## src/rtl/cdb_arbiter.sv

```systemverilog
// -----------------------------------------------------------------------------
// cdb_arbiter
//
// Round-robin arbiter that shares the single Common Data Bus among NREQ
// functional-unit writeback ports. The winning {tag, data} is captured into a
// registered broadcast. Reservation stations, the ROB and the register status
// table's tag comparators consume that broadcast one cycle after the grant.
//
// Parameters
//   NREQ    number of requesting units (power of two, 2..8)
//   TAG_W   reorder-buffer tag width
//   DATA_W  result data width
//   CNT_W   width of the saturating broadcast counter
//
// Ports
//   clock      system clock, all state updates on the rising edge
//   reset      synchronous active-high reset
//   req_valid  per-unit request, held until granted
//   req_tag    unit i tag in [i*TAG_W +: TAG_W]
//   req_data   unit i data in [i*DATA_W +: DATA_W]
//   req_ready  one-hot grant, combinational in the request cycle
//   cdb_hold   consumer stall: freezes the broadcast and blocks grants
//   flush      kills the pending broadcast and blocks grants
//   cdb_valid  registered broadcast valid
//   cdb_tag    registered broadcast tag
//   cdb_data   registered broadcast data
//   cdb_src    index of the unit that owns the current broadcast
//   bcast_cnt  number of consumed broadcasts, saturating at all-ones
// -----------------------------------------------------------------------------
module cdb_arbiter #(
  parameter int NREQ   = 4,
  parameter int TAG_W  = 5,
  parameter int DATA_W = 32,
  parameter int CNT_W  = 16,
  localparam int SRC_W = (NREQ > 1) ? $clog2(NREQ) : 1
) (
  input  logic                     clock,
  input  logic                     reset,
  input  logic [NREQ-1:0]          req_valid,
  input  logic [NREQ*TAG_W-1:0]    req_tag,
  input  logic [NREQ*DATA_W-1:0]   req_data,
  output logic [NREQ-1:0]          req_ready,
  input  logic                     cdb_hold,
  input  logic                     flush,
  output logic                     cdb_valid,
  output logic [TAG_W-1:0]         cdb_tag,
  output logic [DATA_W-1:0]        cdb_data,
  output logic [SRC_W-1:0]         cdb_src,
  output logic [CNT_W-1:0]         bcast_cnt
);

  function automatic logic [CNT_W-1:0] sat_inc(input logic [CNT_W-1:0] v);
    return (&v) ? v : v + CNT_W'(1);
  endfunction

  logic                 cdb_valid_q, cdb_valid_d;
  logic [TAG_W-1:0]     cdb_tag_q,   cdb_tag_d;
  logic [DATA_W-1:0]    cdb_data_q,  cdb_data_d;
  logic [SRC_W-1:0]     cdb_src_q,   cdb_src_d;
  logic [CNT_W-1:0]     bcast_cnt_q, bcast_cnt_d;
  logic [SRC_W-1:0]     rr_ptr_q,    rr_ptr_d;

  logic                 en;
  logic                 gnt_vld;
  logic [SRC_W-1:0]     gnt_idx;
  logic [SRC_W-1:0]     scan_idx;
  logic                 consumed;

  logic [TAG_W-1:0]     tag_arr  [NREQ];
  logic [DATA_W-1:0]    data_arr [NREQ];

  for (genvar gi = 0; gi < NREQ; gi++) begin : g_unpack
    assign tag_arr[gi]  = req_tag[gi*TAG_W +: TAG_W];
    assign data_arr[gi] = req_data[gi*DATA_W +: DATA_W];
  end

  // Reset is folded into the enable so nothing is granted in a reset cycle.
  // The grant depends only on requests, pointer and the two stall inputs,
  // never on the broadcast registers.
  assign en = !reset && !flush && !cdb_hold;

  // Scan from rr_ptr upwards; NREQ is a power of two so the SRC_W-bit add
  // wraps modulo NREQ for free.
  always_comb begin
    gnt_vld   = 1'b0;
    gnt_idx   = '0;
    scan_idx  = '0;
    req_ready = '0;
    if (en) begin
      for (int k = 0; k < NREQ; k++) begin
        scan_idx = rr_ptr_q + SRC_W'(k);
        if (!gnt_vld && req_valid[scan_idx]) begin
          gnt_vld = 1'b1;
          gnt_idx = scan_idx;
        end
      end
    end
    if (gnt_vld) req_ready[gnt_idx] = 1'b1;
  end

  // A broadcast is consumed only when it is neither stalled nor killed.
  assign consumed = cdb_valid_q && !cdb_hold && !flush;

  always_comb begin
    cdb_valid_d = cdb_valid_q;
    cdb_tag_d   = cdb_tag_q;
    cdb_data_d  = cdb_data_q;
    cdb_src_d   = cdb_src_q;
    rr_ptr_d    = gnt_vld ? gnt_idx + SRC_W'(1) : rr_ptr_q;
    bcast_cnt_d = consumed ? sat_inc(bcast_cnt_q) : bcast_cnt_q;

    if (flush) begin
      cdb_valid_d = 1'b0;
    end else if (cdb_hold) begin
      cdb_valid_d = cdb_valid_q;
    end else if (gnt_vld) begin
      cdb_valid_d = 1'b1;
      cdb_tag_d   = tag_arr[gnt_idx];
      cdb_data_d  = data_arr[gnt_idx];
      cdb_src_d   = gnt_idx;
    end else begin
      cdb_valid_d = 1'b0;
    end
  end

  // Broadcast register stage
  always_ff @(posedge clock) begin
    if (reset) begin
      cdb_valid_q <= 1'b0;
      cdb_tag_q   <= '0;
      cdb_data_q  <= '0;
      cdb_src_q   <= '0;
      rr_ptr_q    <= '0;
      bcast_cnt_q <= '0;
    end else begin
      cdb_valid_q <= cdb_valid_d;
      cdb_tag_q   <= cdb_tag_d;
      cdb_data_q  <= cdb_data_d;
      cdb_src_q   <= cdb_src_d;
      rr_ptr_q    <= rr_ptr_d;
      bcast_cnt_q <= bcast_cnt_d;
    end
  end

  assign cdb_valid = cdb_valid_q;
  assign cdb_tag   = cdb_tag_q;
  assign cdb_data  = cdb_data_q;
  assign cdb_src   = cdb_src_q;
  assign bcast_cnt = bcast_cnt_q;

endmodule
```

## config.mk

```make
export PLATFORM = sky130hd
export DESIGN_NAME = cdb_arbiter
export DESIGN_NICKNAME = d
export VERILOG_FILES = /design/src/rtl/cdb_arbiter.sv
export SDC_FILE = /design/constraint.sdc
export NUM_CORES = 1
export LEC_CHECK = 0
export BUFFER_PORTS_ARGS = -buffer_cell sky130_fd_sc_hd__buf_2
export CORE_ASPECT_RATIO = 1.4
export CORE_MARGIN = 1
export CORE_UTILIZATION = 42
export CTS_CLUSTER_SIZE = 40
export DETAILED_ROUTE_END_ITERATION = 16
export PLACE_DENSITY = 0.8
export SYNTH_ARGS = -nofsm -noshare
export SYNTH_HDL_FRONTEND = slang
export SYNTH_SLANG_ARGS = --single-unit
export TNS_END_PERCENT = 30
```

## constraint.sdc

```tcl
create_clock -name clock -period 2.85 [get_ports clock]
set_input_delay 0.57 -clock clock [delete_from_list [all_inputs] [get_ports clock]]
set_output_delay 0.57 -clock clock [all_outputs]
set_load 0.05 [all_outputs]
```

Word-level counts from Yosys, hierarchy flattened
Index checks and enable logic that the tools add are counted.
- magnitude comparators: 7
- bitwise operators: 4
- reduce and logical (&&, ||, !) cells: 18
- multiplexer cells: 31
- add/subtract/negate cells: 5
- operator list (operator ; count):
    32-bit binary-select mux with 2-bit select ; 1
    32-bit two-way mux ; 2
    16-bit by 1-bit adder with 16-bit output, second input constant ; 1
    16-bit AND reduction ; 1
    2-bit by 3-bit less-than comparator with 1-bit output, second input constant ; 5
    1-bit two-way mux ; 14
    5-bit binary-select mux with 2-bit select ; 1
    2-bit two-way mux ; 5
    5-bit two-way mux ; 2
    1-bit binary-select mux with 2-bit select ; 4
    1-bit logical AND ; 8
    1-bit zero test ; 6
    2-bit by 1-bit adder with 2-bit output, second input constant ; 2
    2-bit adder, second input constant ; 2
    4-bit two-way mux ; 1
    3-bit greater-or-equal comparator, second input constant ; 1
    1-bit NOT ; 3
    2-bit NOT with 3-bit output ; 1
    3-bit AND reduction ; 1
    1-bit demux with 2-bit select ; 1
    2-bit by 1-bit greater-or-equal comparator with 1-bit output, second input constant ; 1
    2-bit AND reduction ; 1
    2-bit OR reduction ; 1
- logic and storage cells: 71
- register bits: 58

Longest topological paths before layout
- depth after elaboration: 21
- gate-level depth with buffers: 8
- depth with buffers taken out: 7

Least setup slack after synthesis
No wires, ideal clock.
- kind: in2out
- start point: input req_valid[0]
- end point: output req_ready[0]
- slack: 0.038 ns
- stages: 7
- required time: 2.280 ns
- data arrival time: 2.242 ns
- path buffers: 1
- cell sequence: or4_1 buf_2 and2_1 and2_1 inv_2 ha_1 and3_1
- word-level cells in the longest chain between the ends: 21
- RTL lines (item ; RTL line ; RTL):
    start, declared ; 39 ; input logic [NREQ-1:0] req_valid,
    1-bit binary-select mux with 2-bit select ; 92 ; if (!gnt_vld && req_valid[scan_idx]) begin
    1-bit two-way mux (implied by the code) ; 92 ;
    1-bit two-way mux ; 92 ;
    1-bit two-way mux ; 89 ; if (en) begin
    1-bit zero test ; 92 ;
    1-bit logical AND ; 92 ;
    1-bit two-way mux ; 92 ;
    1-bit two-way mux ; 89 ;
    (+6 left out) ; - ;
    2-bit two-way mux * ; 92 ;
    2-bit two-way mux * ; 89 ;
    net gnt_idx[0] ; 65 ; logic [SRC_W-1:0] gnt_idx;
    2-bit by 3-bit less-than comparator with 1-bit output (implied by the code) or 2-bit by 1-bit greater-or-equal comparator with 1-bit output (tied branches) ; 98 ; if (gnt_vld) req_ready[gnt_idx] = 1'b1;
    1-bit logical AND (implied by the code) ; 98 ;
    1-bit two-way mux (implied by the code) ; 98 ;
    1-bit demux with 2-bit select * ; 98 ;
    4-bit two-way mux * ; 98 ;
    end, declared ; 42 ; output logic [NREQ-1:0] req_ready,
The timed path passes the listed nets; every way through them passes the cells marked *. The select of a mux whose other input is x is not followed.

Final worst setup path
Same ends and word-level chain as after synthesis.

==> results.ini <==
[run_status]
status=complete, no violations

[clocking]
clock_path_buffers=2
cts_setup_buffers=0
cts_tree=built
htreeDepth=3
numCtsBuffers=9
clock_latency_ns=0.33
cts_root_buf=clkbuf_8
path_clk_slew_ns=0.06
cts_sinks=58

[place]
gp_congestion=0.8947
port_buffers=215
place_hpwl_mm=8.851
place_inst=650
place_area_sq_mm=0.004412

[setup_path]
path_class=input port to output port
cp.required_ns=2.28
arrival_ns=2.21
end_kind=output port
max_stage_delay_ns=0.57
cp_max_fo=4
cp_slowest_cell=or4_1
crit_path_start_kind=input port
path_cells=buf_2 > or4_1 > and2_1 > and2_2 > inv_2 > ha_1 > and3_1 > buf_6

[synthesis]
syn-cell-area_sq_mm=0.003242
synth-xor-area-share_pct=2.702
synth_ff_type=dfxtp_1
async_flop_share_pct=0
synthAdderAreaFrac_pct=1.930
synth_compound_area_share_pct=25.16
synth_most_common_cell=dfxtp_1
syn_avg_cell_area_sq_um=9.236
yosys_warnings=0
yosys.area.top_type=dfxtp_1
synth.area.mux_share_pct=12.35
synth_cell_types=45
ys_top_cells_by_count=dfxtp_1, mux2i_1, a32oi_1, inv_1, o221ai_1
synth_top_family_by_area=compound AO/OA/AOI/OAI gates
syn-instance-count=351
netlist_top_cells_area=dfxtp_1, mux2i_1, a32oi_1
ys_ff_latch=58
yosys.area_share.simple_pct=12.23
synth-edff-count=0
synth_fp_nets=512
synth_top_area_share_pct=35.82
yosysSeqAreaShare_pct=35.82

[routing]
met3_length_mm=1.106
post_drt_wl_per_cell_um=17.38
viasPerCell=5.643
postRouteAntennaNets=0
top_layer=met5
drt_iter0_markers=207
vias=3798
met2_length_mm=5.619
finalWirelength_mm=11.69
wl_met1_mm=4.450
drcViolationCount=0
dr.pass1.iters=4

[finish]
area_growth_syn_to_layout_pct=43.81
final_area_sq_mm=0.004662
layout.cells.non_filler=673
layout-drive-gt1-share_pct=44.29
post-route-util_pct=62.94
fill_cells=670
multi_input_area_sq_mm=0.001785
final-seq-area_sq_mm=0.001161
fin_nets=725

[die]
die_width_um=76.25
die_y_um=106.0
initial_core_util_pct=43.77
io_pins=216
coreArea_sq_mm=0.007407
die_area_sq_mm=0.008079
rows=37

[sta]
hold_slack_ns=0.4582
worst_slew_pin_slew_ns=1.119
finalClockSkew_ns=0.008683
post-route-min-period_ns=2.781
period_share_pct=97.58
slew_violations=0
fmax_mhz=359.6
setup_viol=0
hold_violations=0
timing.slew.headroom_pct=25.40

[power_and_ir_drop]
p_leak_nw=2.378
power_density_mw_per_mm2=486.0
peakVddDrop_v=0.0002834

[flow_run]
drv_cap=0

[global_route]
grt_first_pass_wirelength_mm=18.41
grt.overflow.total=0
grt_max_degree=39
antenna_found_initial=10
grt_pass1_vias=3812
grt_use_total_pct=28.92

[min_path]
hp-class=input port to register

[layout by cell type, fill, tap and decap left out, types with 2 or more instances in the layout]
cell type,netlist,layout
mux2i_1,40,40
bufinv_16,0,2
and3_1,5,5
nand2b_1,2,2
nand3_1,5,4
and2_1,3,2
xnor2_1,10,10
o221ai_1,36,36
nand2_1,16,16
a21oi_1,8,8
nand4_1,3,3
nor3b_1,2,2
nor4_1,2,2
nor2_1,19,19
diode_2,0,7
o21bai_1,2,2
clkbuf_8,0,10
nor3_1,5,5
a211oi_1,3,3
a31o_1,2,2
inv_1,37,37
buf_2,11,213
inv_2,2,2
nor2b_1,4,4
dfxtp_1,58,58
a32oi_1,37,37
ha_1,5,5
a21boi_1,2,2
buf_12,3,2
or3_1,2,2
buf_6,0,2
clkinv_2,0,2
buf_4,0,11
[power breakdown]
| group | internal, W | switching, W |
|---|---|---|
| Sequential | 0.000857 | 0.0000251 |
| Combinational | 0.000206 | 0.000344 |
| Clock | 0.000513 | 0.000320 |
[final timing paths]
kind | startpoint | to | slack [ns] | cells after the start
max | req_valid[0] | req_ready[0] | 0.07 | 8
min | flush | cdb_valid$_SDFFE_PP0N_ | 0.46 | 2
max reg2reg | rr_ptr_q[0]$_SDFFE_PP0P_ | cdb_tag[0]$_SDFFE_PP0P_ | 0.65 | 6
min reg2reg | cdb_src[1]$_SDFFE_PP0P_ | cdb_src[1]$_SDFFE_PP0P_ | 0.46 | 2
[routing by layer]
layer,vias to the layer above,track usage (%)
li1,1775,-
met1,1783,30.66
met2,194,49.10
met3,40,11.93
met4,6,14.56
met5,-,0
[critical path: cells and delay by family]
family | cells | cell delay [ns]
adders and majority gates | 1 | 0.14
and+or+nand+nor | 4 | 1.14
buffers and inverters | 3 | 0.37
[area by class of cell]
| class | count | share of cell area (%) |
|---|---|---|
| diodes | 7 | 0.3757 |
| clock buffers | 11 | 3.033 |
| clock inverters | 5 | 1.664 |
| inverters | 39 | 3.140 |
| multi-input cells | 228 | 38.30 |
| flip-flops and latches | 58 | 24.91 |
| well taps | 97 | 2.603 |
| repair buffers | 228 | 25.98 |
[cell families (layout without fill, tap and decap cells)]
kind of cell,count (synthesis),in the layout
other cells,0,7
xor+xnor,10,10
mux,40,40
compound gates,98,98
fa+ha+maj,5,5
simple gates,75,75
buf+inv,65,283
flops,58,58
[flip-flops by register name, indices dropped and copies added, names as in the netlist]
signal     count
bcast_cnt     16
cdb_data      32
cdb_src        2
cdb_tag        5
cdb_valid      1
rr_ptr_q       2
[stage by stage]
stage               setup TNS (ns)  setup WS, ns  total power [W]
finish                           0       0.06895         0.002266
global route              -0.01428      -0.01425         0.002367
CTS                              0      0.007548         0.002284
detailed placement               0       0.02159         0.001447
global placement                 0       0.03677         0.001434
floorplan                        0       0.03762         0.001251
[what timing repair did]
| action | in CTS | in global routing |
|---|---|---|
| hold buffers | 0 | 0 |
| endpoints found under the setup margin | 0 | 4 |
| gates resized for setup | 0 | 7 |
(Power assumes the default switching activity.)
